===== config.mk =====
export PLATFORM = sky130hd
export DESIGN_NAME = mac_nch_sat
export DESIGN_NICKNAME = d
export VERILOG_FILES = /design/src/rtl/mac_nch_sat.sv
export SDC_FILE = /design/constraint.sdc
export NUM_CORES = 2
export LEC_CHECK = 0
export CAP_MARGIN = 20
export CORE_MARGIN = 5
export CORE_UTILIZATION = 35
export CTS_CLUSTER_DIAMETER = 120
export DETAILED_ROUTE_END_ITERATION = 16
export PLACE_DENSITY = 0.56
export SLEW_MARGIN = 40
export SYNTH_ARGS = -nofsm -noshare
export SYNTH_HDL_FRONTEND = slang
export SYNTH_SLANG_ARGS = --single-unit

===== constraint.sdc =====
create_clock -name clk -period 12.2 [get_ports clk]
set_input_delay 3.66 -clock clk [delete_from_list [all_inputs] [get_ports clk]]
set_output_delay 3.66 -clock clk [all_outputs]
set_load 0.005 [all_outputs]

===== src/rtl/mac_nch_sat.sv =====
// mac_nch_sat: multi-channel interleaved multiply-accumulate with symmetric
// rounding and symmetric saturation. Four fixed stages: input register,
// full-precision product, per-channel accumulate, round/saturate/output.
module mac_nch_sat #(
  parameter int DW      = 18,
  parameter int CW      = 25,
  parameter int OW      = 20,
  parameter int GUARD   = 2,
  parameter int OUT_MSB = DW + CW - 2,
  parameter int NCH     = 4,
  parameter int RND     = 1,
  localparam int CHW    = (NCH > 1) ? $clog2(NCH) : 1
) (
  input  logic                 clk,
  input  logic                 rst,
  input  logic                 vld,
  input  logic signed [DW-1:0] din,
  input  logic signed [CW-1:0] cin,
  input  logic [CHW-1:0]       ch,
  input  logic                 first,
  input  logic                 last,
  output logic [OW-1:0]        dout,
  output logic [CHW-1:0]       dch,
  output logic                 ov,
  output logic                 ovf,
  output logic                 ovf_any
);

  localparam int PW   = DW + CW;
  localparam int ACCW = PW + GUARD;
  localparam int LSB  = OUT_MSB - OW + 1;

  // Half an output LSB, expressed at the widened accumulator precision.
  localparam logic [ACCW:0] RC_HALF = (LSB > 0) ? ((ACCW + 1)'(1) << ((LSB > 0) ? LSB - 1 : 0)) : '0;
  // Negative sums add one less so exact halves round away from zero.
  localparam logic [ACCW:0] RC_POS  = (RND != 0) ? RC_HALF : '0;
  localparam logic [ACCW:0] RC_NEG  = (RND != 0 && LSB > 0) ? RC_HALF - 1'b1 : '0;

  localparam logic [OW-1:0] SAT_POS = {1'b0, {(OW - 1){1'b1}}};
  localparam logic [OW-1:0] SAT_NEG = {1'b1, {(OW - 2){1'b0}}, 1'b1};

  // Stage 1 registers
  logic                 r1_vld, r1_first, r1_last;
  logic signed [DW-1:0] r1_din;
  logic signed [CW-1:0] r1_cin;
  logic [CHW-1:0]       r1_ch;
  // Stage 2 registers
  logic                 r2_vld, r2_first, r2_last;
  logic signed [PW-1:0] r2_prod;
  logic [CHW-1:0]       r2_ch;
  // Stage 3 registers and accumulators
  logic                   r3_vld;
  logic signed [ACCW-1:0] r3_sum;
  logic [CHW-1:0]         r3_ch;
  logic signed [ACCW-1:0] r_acc [NCH];

  logic                   w_ch_ok;
  logic signed [PW-1:0]   w_din_ext, w_cin_ext;
  logic signed [ACCW-1:0] w_prod_ext, w_acc_cur, w_acc_next;
  logic                   w_neg, w_ovf;
  logic [ACCW:0]          w_sum_ext, w_rnd;
  logic [OW-1:0]          w_dout;

  // Terms addressed to a channel that does not exist are dropped at entry.
  assign w_ch_ok = ({1'b0, ch} < (CHW + 1)'(NCH));

  // S1: capture the incoming term.
  always_ff @(posedge clk or negedge rst) begin
    if (!rst) begin
      r1_vld   <= 1'b0;
      r1_first <= 1'b0;
      r1_last  <= 1'b0;
      r1_din   <= '0;
      r1_cin   <= '0;
      r1_ch    <= '0;
    end else begin
      r1_vld   <= vld && w_ch_ok;
      r1_first <= first;
      r1_last  <= last;
      r1_din   <= din;
      r1_cin   <= cin;
      r1_ch    <= ch;
    end
  end

  assign w_din_ext = {{CW{r1_din[DW-1]}}, r1_din};
  assign w_cin_ext = {{DW{r1_cin[CW-1]}}, r1_cin};

  // S2: full-precision signed product.
  always_ff @(posedge clk or negedge rst) begin
    if (!rst) begin
      r2_vld   <= 1'b0;
      r2_first <= 1'b0;
      r2_last  <= 1'b0;
      r2_prod  <= '0;
      r2_ch    <= '0;
    end else begin
      r2_vld   <= r1_vld;
      r2_first <= r1_first;
      r2_last  <= r1_last;
      r2_prod  <= w_din_ext * w_cin_ext;
      r2_ch    <= r1_ch;
    end
  end

  assign w_prod_ext = ACCW'(r2_prod);

  // Select the running sum of the channel this term belongs to.
  always_comb begin
    w_acc_cur = '0;
    for (int i = 0; i < NCH; i++) begin
      if (r2_ch == CHW'(i)) w_acc_cur = r_acc[i];
    end
  end

  // A first term restarts the sum, discarding any unfinished partial.
  assign w_acc_next = r2_first ? w_prod_ext : w_acc_cur + w_prod_ext;

  // S3: per-channel accumulate; a last term forwards its total to S4.
  always_ff @(posedge clk or negedge rst) begin
    if (!rst) begin
      for (int i = 0; i < NCH; i++) r_acc[i] <= '0;
      r3_vld <= 1'b0;
      r3_sum <= '0;
      r3_ch  <= '0;
    end else begin
      for (int i = 0; i < NCH; i++) begin
        if (r2_vld && r2_ch == CHW'(i)) r_acc[i] <= w_acc_next;
      end
      r3_vld <= r2_vld && r2_last;
      r3_sum <= w_acc_next;
      r3_ch  <= r2_ch;
    end
  end

  // Round with one extra headroom bit so the rounding add itself cannot wrap.
  assign w_neg     = r3_sum[ACCW-1];
  assign w_sum_ext = {w_neg, r3_sum};
  assign w_rnd     = w_sum_ext + (w_neg ? RC_NEG : RC_POS);
  assign w_ovf     = !((&w_rnd[ACCW:OUT_MSB]) || !(|w_rnd[ACCW:OUT_MSB]));
  assign w_dout    = w_ovf ? (w_neg ? SAT_NEG : SAT_POS) : w_rnd[OUT_MSB:LSB];

  // S4: register the result; dout/dch/ovf hold between strobes.
  always_ff @(posedge clk or negedge rst) begin
    if (!rst) begin
      ov      <= 1'b0;
      dout    <= '0;
      dch     <= '0;
      ovf     <= 1'b0;
      ovf_any <= 1'b0;
    end else begin
      ov <= r3_vld;
      if (r3_vld) begin
        dout <= w_dout;
        dch  <= r3_ch;
        ovf  <= w_ovf;
      end
      ovf_any <= ovf_any | (r3_vld & w_ovf);
    end
  end

endmodule


# [Word level (Yosys, flattened, before mapping)]
# Index checks and enable logic that the tools add are counted.
[totals] reg_bits=349 out_inout_bits=25
[op_classes] addsub=2 multipliers=1 n_eq_ne=3 n_mux=8 bitwise_logic=2 reduce_logical=11
[ops] operator="45-bit two-way mux" count=5
[ops] operator="45-bit by 23-bit adder with 46-bit output" count=1
[ops] operator="45-bit by 43-bit adder with 45-bit output" count=1
[ops] operator="18-bit by 25-bit multiplier with 43-bit output" count=1
[ops] operator="20-bit two-way mux" count=2
[ops] operator="22-bit two-way mux" count=1
[ops] operator="1-bit logical AND" count=5
[ops] operator="5-bit AND reduction" count=1
[ops] operator="5-bit OR reduction" count=1
[ops] operator="2-bit equality test (second input constant)" count=2
[ops] operator="2-bit by 1-bit equality test with 1-bit output (second input constant)" count=1
[ops] operator="1-bit logical NOT" count=2
[ops] operator="2-bit logical NOT" count=1
[ops] operator="1-bit bitwise AND" count=1
[ops] operator="1-bit logical OR" count=1
[ops] operator="1-bit bitwise OR" count=1

# [Logic depth before layout (Yosys ltp)]
[logic_depth] word_depth=8 ltp_mapped=25

# [Worst setup path after synthesis]
# OpenSTA, ideal clock, no wires.
[synth_timing] path_type="register to register" start="reg r1_cin[8]" end="reg r2_prod[42]" setup_time_ns=0.080 arrival_time_ns=6.341 setup_slack_ns=5.779 stages_incl_launch_ff=24 path_buffers=2 cell_sequence="dfrtp_1 clkbuf_1 clkbuf_1 nand2_1 fa_1 fa_1 fa_1 fa_1 inv_1 fa_1 inv_1 fa_1 inv_1 ha_1 and4_1 a221oi_1 o21ai_0 o211ai_2 a31oi_1 a41oi_1 o311ai_1 a221o_1 a21oi_1 xnor2_1"
[synth_between] elab_chain_len=1
[synth_lines] item="start: declaration" line_no="45" text="logic signed [CW-1:0] r1_cin;"
[synth_lines] item="start signal: assignment" line_no="81" text="r1_cin <= cin;"
[synth_lines] item="18-bit by 25-bit multiplier with 43-bit output" line_no="101" text="r2_prod <= w_din_ext * w_cin_ext;"
[synth_lines] item="end signal: assignment" line_no="101"
[synth_lines] item="end: declaration" line_no="49" text="logic signed [PW-1:0] r2_prod;"
# No other way between the ends.
# A chain may end at the register's enable or synchronous reset.

# [Final worst setup path]
[layout_timing] start="reg r1_cin[11]" end="reg r2_prod[42]"
# The elaborated chain is that of the path after synthesis.

==> out/metrics.cfg <==
[status]
status = completed

[route]
wl_um = 76800
antenna_left = 0
via_per_inst = 4.85
vias = 21500
avgRoutedWirePerCell_um = 17.4
drcViolationCount = 0
drt_first_iter_violations = 1137
first_pass_iters = 5

[logic_synthesis]
ys_async_sr_fraction = 1.00
postSynthAreaPerCell_um2 = 9.83
synth_top_area_share = 0.279
yosysTopAreaCell = fa_1
synthTopCellsByArea = fa_1 28%, dfrtp_1 28%, ha_1 6.8%
synthTopCellsByCount = 558 x inv_1, 498 x nand2_1, 442 x fa_1
yosysMostFrequentCell = inv_1
yosysWarnings = 0
synth_edf_count = 0
ys.flop_type = dfrtp_1
syn_area_um2 = 31700
synthCells = 3224
synth_cell_types = 75
synth-seq-cells = 349
synth_nets = 3888
ys_seq_area_frac = 0.276

[clock_tree]
clock_path_buffers = 3
cts.sinks = 349
clk_latency_ns = 0.60
cts_root_buf = clkbuf_16
cts_tree = done
cts_resized = 0
post-cts-setup-buffers = 0
clk_pin_slew_ns = 0.06
cts_buffers = 42
htree_levels = 2
cts-hold-fix-buffers = 0

[worst_setup_path]
r2r_start = r1_cin[11]$_DFF_PN0_
slowest_stage = dfrtp_1
crit_path_cell_trace = nand2_1 -> fa_1 -> fa_1 -> fa_1 -> inv_1 -> fa_1 -> fa_1 -> inv_1 -> fa_1 -> inv_1 -> ha_1 -> and4_1 -> o211ai_1 -> nor2b_1 -> o211ai_2 -> a31oi_1 -> a41oi_1 -> o311ai_1 -> a221o_1 -> a21oi_1 -> xnor2_1
critPathMaxStageDelay_ns = 0.85
crit_buf_inv = 3
worstPathMaxFanout = 18
cp.required_ns = 12.66
critPathMostFrequentCell = fa_1
rr_endpoint = r2_prod[42]$_DFF_PN0_
r2r_cells = 21
cp-start-kind = flop
crit_path_end_kind = flop
crit_type = flop to flop
cp.arrival_ns = 7.65
crit_family = adder cells
rrSetupSlack_ns = 5.01

[run]
drv_cap = 0

[hold_path]
hold_end = r2_last$_DFF_PN0_
hold_depth = 0
hold_start = r1_last$_DFF_PN0_
min_path_type = flop to flop

[cells_and_area]
area_growth_pct = 10.6
n_antenna_cell = 0
layout-drive-gt1-share = 0.0572
nNetsFinal = 3883

[floorplan]
initial_core_util = 0.353
row_count = 110
coreArea_um2 = 89900
die-area_um2 = 96600
ios = 75
die_x_um = 311
die_y_um = 311

[grt]
grt_pass1_wl_um = 127000
grt_pass1_vias = 22600
antenna_found_initial = 0
grt_overflow_total = 0
grt_max_degree = 95
grt_usage = 0.162

[timing]
setup-tns-final_ns = 0
worst_pin_slew_ns = 0.851
fmaxAchievable_mhz = 139
slew_headroom = 0.432
setup_viol = 0
finalHoldViolations = 0
min_period_over_period = 0.589
rsz0062_at_grt = no
report.final.slew_viol_count = 0
final.setup_skew_ns = 0.0374
period_needed_ns = 7.19

[placed_design]
dp_hpwl_um = 58200
portBuffers = 74
place.gp.congestion = 0.848

[worst reg2reg max path, delay by kind of cell, from the launching register on]
kind	cells	cell delay, ns
compound gates	7	1.85
fa+ha+maj	7	3.42
xor+xnor	1	0.13
buf+inv	3	0.16
simple gates	3	0.67
flops	1	0.85
[cells by family (layout without fill, tap and decap cells)]
kind of cell	after synthesis	after routing	share of synthesized area
multiplexers	73	73	0.0412
AO/OA/AOI/OAI	485	485	0.0943
adder cells (fa/ha/maj)	614	614	0.347
XOR/XNOR	92	92	0.0254
flip-flops	349	349	0.276
AND/OR/NAND/NOR	905	905	0.132
buffers and inverters	706	733	0.0843
[area by class of cell]
class | instances | area (um2)
Clock buffer | 57 | 1200
Clock inverter | 19 | 235
Fill cell | 8932 | 54800
Inverter | 558 | 2090
Multi-Input combinational cell | 2169 | 20300
Sequential cell | 349 | 8750
Tap cell | 1176 | 1470
Timing Repair Buffer | 99 | 992
[sequential cells by signal, summed over array words and instances (netlist names), 2 cells and up]
name and cells:
r1_ch 2, r3_ch 2, r2_ch 2, r1_cin 25, dch 2, r3_sum 45, r1_din 18, dout 20
r_acc 180, r2_prod 43
[metrics by stage]
stage | instances | setup WS, ns | hold slack, ns | util | cell area (um2)
global placement | 4349 | 4.93 | 0.336 | 0.373 | 33500
floorplan | 3224 | 5.78 | 0.331 | - | 31700
finish | 4427 | 5.01 | 0.353 | 0.390 | 35000
global route | 4427 | 4.54 | 0.360 | 0.390 | 35000
detailed placement | 4350 | 4.83 | 0.336 | 0.373 | 33600
CTS | 4426 | 4.84 | 0.355 | 0.389 | 35000
[worst max-delay path by stage]
stage / cells after the start / from / slack, ns / end
3_5_place_dp: 21 / r1_din[3]$_DFF_PN0_ / 4.83 / r2_prod[42]$_DFF_PN0_
2_1_floorplan: 23 / r1_cin[8]$_DFF_PN0_ / 5.78 / r2_prod[42]$_DFF_PN0_
5_1_grt: 21 / r1_cin[13]$_DFF_PN0_ / 4.54 / r2_prod[39]$_DFF_PN0_
6_report: 21 / r1_cin[11]$_DFF_PN0_ / 5.01 / r2_prod[42]$_DFF_PN0_
4_1_cts: 21 / r1_din[3]$_DFF_PN0_ / 4.84 / r2_prod[42]$_DFF_PN0_
3_3_place_gp: 23 / r1_din[9]$_DFF_PN0_ / 4.93 / r2_prod[39]$_DFF_PN0_
[metal layers]
metal | wire length [um] | vias up | global-route usage | share of wire
met4 | 1470 | 0 | 0.0319 | 0.019
met2 | 34700 | 429 | 0.260 | 0.45
met1 | 36800 | 10800 | 0.234 | 0.48
met3 | 3820 | 89 | 0.0276 | 0.050
li1 | - | 10200 | - | -
met5 | 0 | - | 0 | 0
[layout by cell type, fill, tap and decap left out, types with 7 or more instances in the layout]
cell	n
mux4_2	45
nand3_1	33
xor2_1	25
a21o_1	45
o21ai_0	211
and2_1	168
o211ai_1	11
clkbuf_8	9
nor2_1	100
a21oi_1	100
nor3_1	16
o21a_1	14
clkdlybuf4s50_1	73
o22a_1	15
fa_1	442
a31oi_1	13
mux2_2	10
buf_4	16
ha_1	172
clkinv_2	7
and4_1	9
dfrtp_2	12
nor2b_1	10
and3_1	11
a211oi_1	11
o21bai_1	11
dfrtp_1	336
nand2b_1	18
buf_6	7
mux2i_1	18
nand4_1	10
clkbuf_16	42
inv_1	558
nand2_1	498
xnor2_1	67
Power is not shown: default switching activity piles up to over one toggle a cycle in this logic, so the estimate is an artifact.
